==> config.mk <==
export PLATFORM = sky130hd
export DESIGN_NAME = pong_ball
export DESIGN_NICKNAME = d
export VERILOG_FILES = /design/src/rtl/pong_ball.sv
export SDC_FILE = /design/constraint.sdc
export NUM_CORES = 1
export LEC_CHECK = 0
export BUFFER_PORTS_ARGS = -buffer_cell sky130_fd_sc_hd__buf_2
export CAP_MARGIN = 0
export CELL_PAD_IN_SITES_DETAIL_PLACEMENT = 0
export CELL_PAD_IN_SITES_GLOBAL_PLACEMENT = 1
export CORE_MARGIN = 3
export CORE_UTILIZATION = 30
export DETAILED_ROUTE_END_ITERATION = 8
export PLACE_DENSITY_LB_ADDON = 0.1
export RECOVER_POWER = 50
export SYNTH_ARGS = -nofsm -noshare
export SYNTH_HDL_FRONTEND = slang
export SYNTH_SLANG_ARGS = --single-unit
==> constraint.sdc <==
create_clock -name clk -period 3.1 [get_ports clk]
set_input_delay 0.775 -clock clk [delete_from_list [all_inputs] [get_ports clk]]
set_output_delay 0.775 -clock clk [all_outputs]
set_load 0.02 [all_outputs]
==> src/rtl/pong_ball.sv <==
`default_nettype none
// ============================================================================
// pong_ball : per-frame ball motion, wall/paddle bounces, serve/score sequencing
// Rev 1.0
// ============================================================================
module pong_ball #(
   parameter int SCREEN_W       = 640,
   parameter int SCREEN_H       = 480,
   parameter int BALL_SIZE      = 8,
   parameter int PADDLE_W       = 8,
   parameter int PADDLE_H       = 64,
   parameter int LEFT_PADDLE_X  = 16,
   parameter int RIGHT_PADDLE_X = 616,
   parameter int SPEED          = 2,
   parameter int SERVE_DELAY    = 60
) (
   input  logic       clk,
   input  logic       rst,
   input  logic       frame_tick,
   input  logic [9:0] player_y_pos,
   input  logic [9:0] cpu_y_pos,
   output logic [9:0] ball_x_pos,
   output logic [9:0] ball_y_pos,
   output logic       in_play,
   output logic       score_left,
   output logic       score_right
);

   localparam logic [9:0] c_XC      = 10'((SCREEN_W - BALL_SIZE) / 2);
   localparam logic [9:0] c_YC      = 10'((SCREEN_H - BALL_SIZE) / 2);
   localparam logic [9:0] c_YMAX    = 10'(SCREEN_H - BALL_SIZE);
   localparam logic [9:0] c_LFACE   = 10'(LEFT_PADDLE_X + PADDLE_W);
   localparam logic [9:0] c_RFACE   = 10'(RIGHT_PADDLE_X - BALL_SIZE);
   localparam logic [9:0] c_XMAX    = 10'(SCREEN_W - BALL_SIZE);
   localparam logic [9:0] c_SPD     = 10'(SPEED);
   localparam logic [9:0] c_Y_TURN  = c_YMAX - c_SPD;
   localparam logic [9:0] c_RHIT_LO = c_RFACE - c_SPD;
   localparam logic [9:0] c_LHIT_HI = c_LFACE + c_SPD;
   localparam logic [9:0] c_XMISS   = c_XMAX - c_SPD;
   localparam logic [10:0] c_BALL   = 11'(BALL_SIZE);
   localparam logic [10:0] c_PAD_H  = 11'(PADDLE_H);
   localparam int c_CNT_W = $clog2(SERVE_DELAY + 1);
   localparam logic [c_CNT_W-1:0] c_CNT_LAST = c_CNT_W'(SERVE_DELAY - 1);

   typedef enum logic [1:0] {
      ST_SERVE = 2'd0,
      ST_PLAY  = 2'd1,
      ST_SCORE = 2'd2
   } state_t;

   state_t             r_state, w_state_n;
   logic [9:0]         r_x, w_x_n;
   logic [9:0]         r_y, w_y_n;
   logic               r_dx, w_dx_n;          // 1 = moving right
   logic               r_dy, w_dy_n;          // 1 = moving down
   logic               r_serve_dir, w_serve_dir_n;
   logic [c_CNT_W-1:0] r_cnt, w_cnt_n;
   logic               r_in_play, w_in_play_n;
   logic               r_score_l, w_score_l_n;
   logic               r_score_r, w_score_r_n;
   logic               w_miss;

   // Overlap is computed one bit wider so paddle_y + PADDLE_H never wraps.
   logic [10:0] w_y_ext, w_cpu_ext, w_ply_ext;
   logic        w_ovl_cpu, w_ovl_ply;

   assign w_y_ext   = {1'b0, r_y};
   assign w_cpu_ext = {1'b0, cpu_y_pos};
   assign w_ply_ext = {1'b0, player_y_pos};
   assign w_ovl_cpu = (w_y_ext + c_BALL > w_cpu_ext) && (w_y_ext < w_cpu_ext + c_PAD_H);
   assign w_ovl_ply = (w_y_ext + c_BALL > w_ply_ext) && (w_y_ext < w_ply_ext + c_PAD_H);

   always_comb begin
      w_state_n     = r_state;
      w_x_n         = r_x;
      w_y_n         = r_y;
      w_dx_n        = r_dx;
      w_dy_n        = r_dy;
      w_serve_dir_n = r_serve_dir;
      w_cnt_n       = r_cnt;
      w_in_play_n   = r_in_play;
      w_score_l_n   = 1'b0;
      w_score_r_n   = 1'b0;
      w_miss        = 1'b0;

      if (frame_tick) begin
         case (r_state)
            ST_SERVE: begin
               if (r_cnt == c_CNT_LAST) begin
                  w_cnt_n     = '0;
                  w_dx_n      = r_serve_dir;
                  w_dy_n      = 1'b1;
                  w_state_n   = ST_PLAY;
                  w_in_play_n = 1'b1;
               end else begin
                  w_cnt_n = r_cnt + c_CNT_W'(1);
               end
            end

            ST_PLAY: begin
               if (r_dy) begin
                  if (r_y >= c_Y_TURN) begin
                     w_y_n  = c_YMAX;
                     w_dy_n = 1'b0;
                  end else begin
                     w_y_n = r_y + c_SPD;
                  end
               end else begin
                  if (r_y <= c_SPD) begin
                     w_y_n  = '0;
                     w_dy_n = 1'b1;
                  end else begin
                     w_y_n = r_y - c_SPD;
                  end
               end

               if (r_dx) begin
                  if (r_x >= c_RHIT_LO && r_x <= c_RFACE && w_ovl_cpu) begin
                     w_x_n  = c_RFACE;
                     w_dx_n = 1'b0;
                  end else if (r_x >= c_XMISS) begin
                     w_miss        = 1'b1;
                     w_score_l_n   = 1'b1;
                     w_serve_dir_n = 1'b1;
                  end else begin
                     w_x_n = r_x + c_SPD;
                  end
               end else begin
                  if (r_x >= c_LFACE && r_x <= c_LHIT_HI && w_ovl_ply) begin
                     w_x_n  = c_LFACE;
                     w_dx_n = 1'b1;
                  end else if (r_x <= c_SPD) begin
                     w_miss        = 1'b1;
                     w_score_r_n   = 1'b1;
                     w_serve_dir_n = 1'b0;
                  end else begin
                     w_x_n = r_x - c_SPD;
                  end
               end

               // The ball freezes in place on the scoring tick.
               if (w_miss) begin
                  w_x_n     = r_x;
                  w_y_n     = r_y;
                  w_dy_n    = r_dy;
                  w_state_n = ST_SCORE;
               end
            end

            ST_SCORE: begin
               w_x_n       = c_XC;
               w_y_n       = c_YC;
               w_in_play_n = 1'b0;
               w_state_n   = ST_SERVE;
            end

            default: begin
               w_state_n = ST_SERVE;
            end
         endcase
      end
   end

   always_ff @(posedge clk) begin
      if (rst) begin
         r_state     <= ST_SERVE;
         r_x         <= c_XC;
         r_y         <= c_YC;
         r_dx        <= 1'b1;
         r_dy        <= 1'b1;
         r_serve_dir <= 1'b1;
         r_cnt       <= '0;
         r_in_play   <= 1'b0;
         r_score_l   <= 1'b0;
         r_score_r   <= 1'b0;
      end else begin
         r_state     <= w_state_n;
         r_x         <= w_x_n;
         r_y         <= w_y_n;
         r_dx        <= w_dx_n;
         r_dy        <= w_dy_n;
         r_serve_dir <= w_serve_dir_n;
         r_cnt       <= w_cnt_n;
         r_in_play   <= w_in_play_n;
         r_score_l   <= w_score_l_n;
         r_score_r   <= w_score_r_n;
      end
   end

   assign ball_x_pos  = r_x;
   assign ball_y_pos  = r_y;
   assign in_play     = r_in_play;
   assign score_left  = r_score_l;
   assign score_right = r_score_r;

endmodule
`default_nettype wire
# Yosys cells after proc, flatten, opt, wreduce, memory -nomap -nowiden

Cells that the tools add are included.

Reductions and logical operators: 21
Equal/unequal tests: 11
Muxes and demuxes: 40
$add $sub $neg: 8
Order comparisons: 12
Bitwise logic cells: 3

Operators with widths:

| operator                                                                | number |
|---|---|
| 10-bit 2-to-1 mux                                                       | 10 |
| 10-bit one-hot mux with 2 select lines                                  | 2 |
| 10-bit by 7-bit adder with 11-bit output (second input constant)        | 2 |
| 11-bit by 10-bit greater-than comparator with 1-bit output              | 2 |
| 10-bit by 11-bit < comparator with 1-bit output                         | 2 |
| 1-bit 2-to-1 mux                                                        | 21 |
| 10-bit by 2-bit adder with 10-bit output (second input constant)        | 2 |
| 10-bit >= comparator (second input constant)                            | 2 |
| 10-bit by 2-bit <= comparator with 1-bit output (second input constant) | 2 |
| 10-bit by 2-bit subtractor with 10-bit output (second input constant)   | 2 |
| 3-bit AND reduction                                                     | 4 |
| 10-bit by 4-bit adder with 11-bit output (second input constant)        | 1 |
| 10-bit by 5-bit >= comparator with 1-bit output (second input constant) | 1 |
| 10-bit by 9-bit >= comparator with 1-bit output (second input constant) | 1 |
| 10-bit <= comparator (second input constant)                            | 1 |
| 10-bit by 5-bit <= comparator with 1-bit output (second input constant) | 1 |
| 2-bit inequality test (second input constant)                           | 5 |
| 4-bit inequality test (second input constant)                           | 2 |
| 2-bit nonzero test                                                      | 4 |
| 4-bit OR reduction                                                      | 2 |
| 6-bit by 1-bit adder with 6-bit output (second input constant)          | 1 |
| 6-bit == test (second input constant)                                   | 1 |
| 1-bit logical AND                                                       | 6 |
| 6-bit 2-to-1 mux                                                        | 1 |
| other kinds (12)                                                        | 17 |

Output and inout port bits: 23
Logic and storage cells: 105
Register bits after elaboration: 34
Input bits: 23

# Depth between registers and ports, before layout

Depth in word-level cells: 10
Depth in mapped cells: 12
Gate-level depth less buffers: 12

# Worst setup path before layout

OpenSTA, ideal clock, no wires.

Path type: reg2reg
From: reg r_y[7] (netlist: ball_y_pos[7])
To: reg r_x[3] (netlist: ball_x_pos[3])
Library setup time: 0.124 ns
Period minus slack after synthesis: 2.999 ns
Required time: 2.976 ns
Buffers on the path: 1
Stages on the path, launching flop included: 13
Data arrival time: 2.875 ns
Path slack: 0.101 ns
Cell sequence: dfxtp_1 > buf_6 > nand3_1 > nor2_1 > xor2_1 > ha_1 > a21o_1 > a21oi_1 > or4b_2 > a21oi_1 > o31ai_1 > nor4_1 > nor3_1

Word-level cells in the longest chain between the ends: 10
Elaborated cells between the ends (all ways): 23
Classes of those cells: add/sub: 1; order compare: 4; eq/ne: 3; mux: 10; reduce/logical: 5

RTL lines:

| item                                                                                 | line     | source |
|---|---|---|
| start, declared                                                                      | 53       | `logic [9:0] r_y, w_y_n;` |
| start signal, assigned                                                               | 168      | `r_y <= c_YC;` |
| start signal, assigned                                                               | 179      | `r_y <= w_y_n;` |
| 10-bit by 4-bit adder with 11-bit output                                             | 70, 71   |  |
| 11-bit by 10-bit greater-than comparator with 1-bit output, on equally long branches | 71, 70   |  |
| 1-bit logical AND, on equally long branches                                          | 71, 70   |  |
| 1-bit logical AND, on equally long branches                                          | 129, 118 |  |
| 1-bit 2-to-1 mux, on equally long branches                                           | 129, 118 |  |
| 1-bit 2-to-1 mux                                                                     | 117      | `if (r_dx) begin` |
| 1-bit 2-to-1 mux                                                                     | 87       | `case (r_state)` |
| 1-bit 2-to-1 mux                                                                     | 86       | `if (frame_tick) begin` |
| 2-bit inequality test (no line)                                                      | n/a      |  |
| 5-bit AND reduction (no line)                                                        | n/a      |  |
| end signal, assigned                                                                 | 178      | `r_x <= w_x_n;` |
| end, declared                                                                        | 52       | `logic [9:0] r_x, w_x_n;` |

Parallel ways exist; a longest one is shown, timed or not. The select of a mux whose other input is x is not followed.
A chain may end at the register's enable or synchronous reset.

# Final worst setup path

From: reg r_y[3] (netlist: ball_y_pos[3])
To: reg r_dx

Word-level cells in the longest chain between the ends: 7
Elaborated cells between the ends (all ways): 13
Classes of those cells: add/sub: 1; order compare: 4; mux: 4; reduce/logical: 4

RTL lines:

| item                                                                                 | line     | source |
|---|---|---|
| 10-bit by 4-bit adder with 11-bit output                                             | 70, 71   |  |
| 11-bit by 10-bit greater-than comparator with 1-bit output, on equally long branches | 71, 70   |  |
| 1-bit logical AND, on equally long branches                                          | 71, 70   |  |
| 1-bit logical AND, on equally long branches                                          | 129, 118 |  |
| 1-bit 2-to-1 mux, on equally long branches                                           | 129, 118 |  |
| 1-bit 2-to-1 mux *                                                                   | 117      |  |
| 1-bit one-hot mux with 2 select lines *                                              | 87       |  |
| end signal, assigned                                                                 | 180      | `r_dx <= w_dx_n;` |
| end, declared                                                                        | 54       | `logic r_dx, w_dx_n;` |

Every way passes the cells marked *; elsewhere a longest branch is shown, timed or not.

==> metrics.cfg <==
[synth]
synth.avg_cell_area_sq_um = 7.56
synthTopCellsByArea = dfxtp_1 (20%), ha_1 (17%), a21oi_1 (5.0%), nor2_1 (4.4%), inv_1 (4.0%)
synth_ff_type = dfxtp_1
synth-async-reset-ratio = 0
yosys.cell_types.count = 62
synth_adder_area_share = 0.172
seq_area_frac_synth = 0.200
syn_inst = 424
synth-xor-area-share = 0.0656
ys_ff_latch = 32
yosysMostFrequentCell = ha_1
synthSimpleGateAreaFrac = 0.244
syn-cell-area_sq_um = 3210
synth_edf_count = 0
synth_top_area_frac = 0.200
yosysWarnings = 0
netlist.top_cell.by_area = dfxtp_1
synthMuxAreaShare = 0.00312
synth_compound_area_frac = 0.232
synth_top_family_by_area = simple AND/OR/NAND/NOR gates
synthTopCellsByCount = ha_1 (44), nor2_1 (38), inv_1 (34), a21oi_1 (32), dfxtp_1 (32)

[global_route]
grt_pass1_wl_microns = 16100
overflow = 0
grt_pass1_vias = 3149
grt_max_degree = 26
grt.total_usage = 0.169
antenna_found_initial = 0

[drt]
post-route-drc-count = 0
post_drt_via_cell_ratio = 5.30
wl_per_cell_microns = 15.9
firstDrtPassIters = 4
wl_microns = 9760
dr.first_iter.drc_count = 142
vias = 3248
postRouteAntennaNets = 0

[placed_design]
dp_hpwl_microns = 7550
place.gp.congestion = 0.832
port_buffers = 43

[critical_path]
critPathSlowestCell = or4b_2
path_common_cell = a21oi_1
max_stage_delay_ps = 650
reg2reg_depth = 11
start_kind = register
r2r-end = r_dx$_SDFFE_PP1P_
cpLargestDelayFamily = compound AO/OA/AOI/OAI gates
worst_ep_required_time_ps = 3270
path_buf_inv = 0
rrSetupSlack_ps = 170
r2r-start = ball_y_pos[3]$_SDFFE_PP1P_
arrival_ps = 3100
cp-end-kind = register
path_cells = nand2_1, nor2_1, xor2_1, ha_1, a21o_1, a21oi_1, or4b_2, a21oi_4, o21ai_0, a21oi_1, o31ai_1
crit_type = register to register
cp_max_fo = 5

[clock_tree]
hold_buffers = 0
cts_root_buf = clkbuf_8
cts_made_buffers = 5
cts_max_level = 2
clk_latency_ps = 290
cts_tree = yes
cts_buffer_depth = 2
clkSinkCount = 32
clk_pin_slew_ps = 80

[sta]
setup_viol = 0
slew_violations = 0
period_needed_ps = 2930
finalHoldViolations = 0
finalCritPeriodShare = 0.945
fin_skew_ps = 12.7
max_freq_mhz = 341
tightest_slew_ps = 756
relSlewSlack = 0.495

[die]
start_util = 0.309
core_area_sq_um = 10400
die_h_microns = 109
dieArea_sq_um = 12000
die_w_microns = 109
rows = 37
ioPinCount = 46

[finish]
n_antenna_cell = 0
finalCoreUtilization = 0.360
drive_gt1_frac = 0.151
area_delta_synth_final_pct = 16.5
layout.nets = 543

[pwr]
powerDensity_nw_per_um2 = 254
power_leakage_nw = 1.59
irDropWorstVdd_v = 0.000184
power.total_uw = 948

[worst_hold_path]
holdPathStages = 2
hp-class = register to register
hold_path_end = in_play$_SDFFE_PP0P_
min_from = in_play$_SDFFE_PP0P_

[flow_run]
drv_cap = 0

[run_status]
status = completed

-- tightest hold or removal path: cells and delay by family (launching register included) --
family                 cells  cell delay, ps
flip-flops                 1             320
buffers and inverters      1              50
AO/OA/AOI/OAI              1              60
-- layer usage --
layer,part of all wire,vias up,track usage,routed length [microns]
met4,0.0039,0,0.0214,38
li1,-,1635,-,-
met5,0,-,0,0
met3,0.047,4,0.0341,457
met2,0.44,81,0.263,4320
met1,0.51,1528,0.248,4940
-- how the worst max path moves through the flow --
| stage | from | to | slack (ps) | cells after the start |
|---|---|---|---|---|
| floorplan | ball_y_pos[7]$_SDFFE_PP1P_ | ball_x_pos[3]$_SDFFE_PP1P_ | 100 | 12 |
| global placement | player_y_pos[8] | ball_x_pos[3]$_SDFFE_PP1P_ | 80 | 10 |
| detailed placement | player_y_pos[8] | ball_x_pos[3]$_SDFFE_PP1P_ | 30 | 10 |
| CTS | ball_y_pos[4]$_SDFFE_PP0P_ | ball_x_pos[3]$_SDFFE_PP1P_ | 50 | 11 |
| global route | ball_y_pos[4]$_SDFFE_PP0P_ | r_dx$_SDFFE_PP1P_ | -20 | 11 |
| finish | ball_y_pos[3]$_SDFFE_PP1P_ | r_dx$_SDFFE_PP1P_ | 170 | 11 |
-- cell families after synthesis --
| kind of cell | after synthesis |
|---|---|
| and+or+nand+nor | 154 |
| AOI/OAI and AO/OA | 112 |
| buffers and inverters | 56 |
| adders and majority gates | 44 |
| DFF | 32 |
| xor gates and xnor gates | 24 |
| other | 1 |
| muxes | 1 |
-- flip-flops by register name (all words and copies together), names as in the netlist --
signal,count
r_dy,1
score_right,1
r_state,2
r_dx,1
ball_y_pos,9
in_play,1
r_cnt,6
ball_x_pos,9
score_left,1
r_serve_dir,1
-- layout by cell type, fill, tap and decap left out, types with 6 or more instances in the layout --
| master | count |
|---|---|
| nand4_1 | 12 |
| nand2_1 | 29 |
| xor2_1 | 11 |
| nand3_1 | 19 |
| buf_4 | 21 |
| nand2b_1 | 8 |
| clkbuf_1 | 13 |
| a21o_1 | 6 |
| xnor2_1 | 13 |
| dfxtp_1 | 30 |
| a211oi_1 | 10 |
| buf_2 | 32 |
| inv_1 | 34 |
| o21ai_0 | 24 |
| nor3_1 | 14 |
| o31ai_1 | 6 |
| ha_1 | 44 |
| nor2_1 | 38 |
| a21oi_1 | 31 |
-- timing repair --
action | 4_1_cts | 5_1_grt
setup endpoints to repair | 0 | 6
buffers inserted | 0 | 1
resized for setup | 0 | 4
-- per-stage QoR --
step	setup TNS [ps]	hold slack, ps	setup WS (ps)	instance area [sq um]	std cells
6_report	0	476	170	3730	613
5_1_grt	-24.9	507	-17.3	3730	613
4_1_cts	0	477	46.1	3730	612
3_5_place_dp	0	458	30.0	3620	604
3_3_place_gp	0	457	77.5	3620	604
2_1_floorplan	0	436	101	3210	425
-- power breakdown --
part	total (mW)	switching [mW]	internal, mW
Clock	0.416	0.178	0.238
Sequential	0.416	0.00261	0.414
Combinational	0.116	0.0657	0.0507
-- layout make-up --
cell class / instances / area, sq um
Tap cell: 136 / 170
Clock inverter: 3 / 42.5
Sequential cell: 32 / 643
Clock buffer: 5 / 68.8
Fill cell: 1144 / 6640
Multi-Input combinational cell: 337 / 2320
Timing Repair Buffer: 66 / 367
Inverter: 34 / 128
Note: power is estimated with default switching activity, not from simulation.
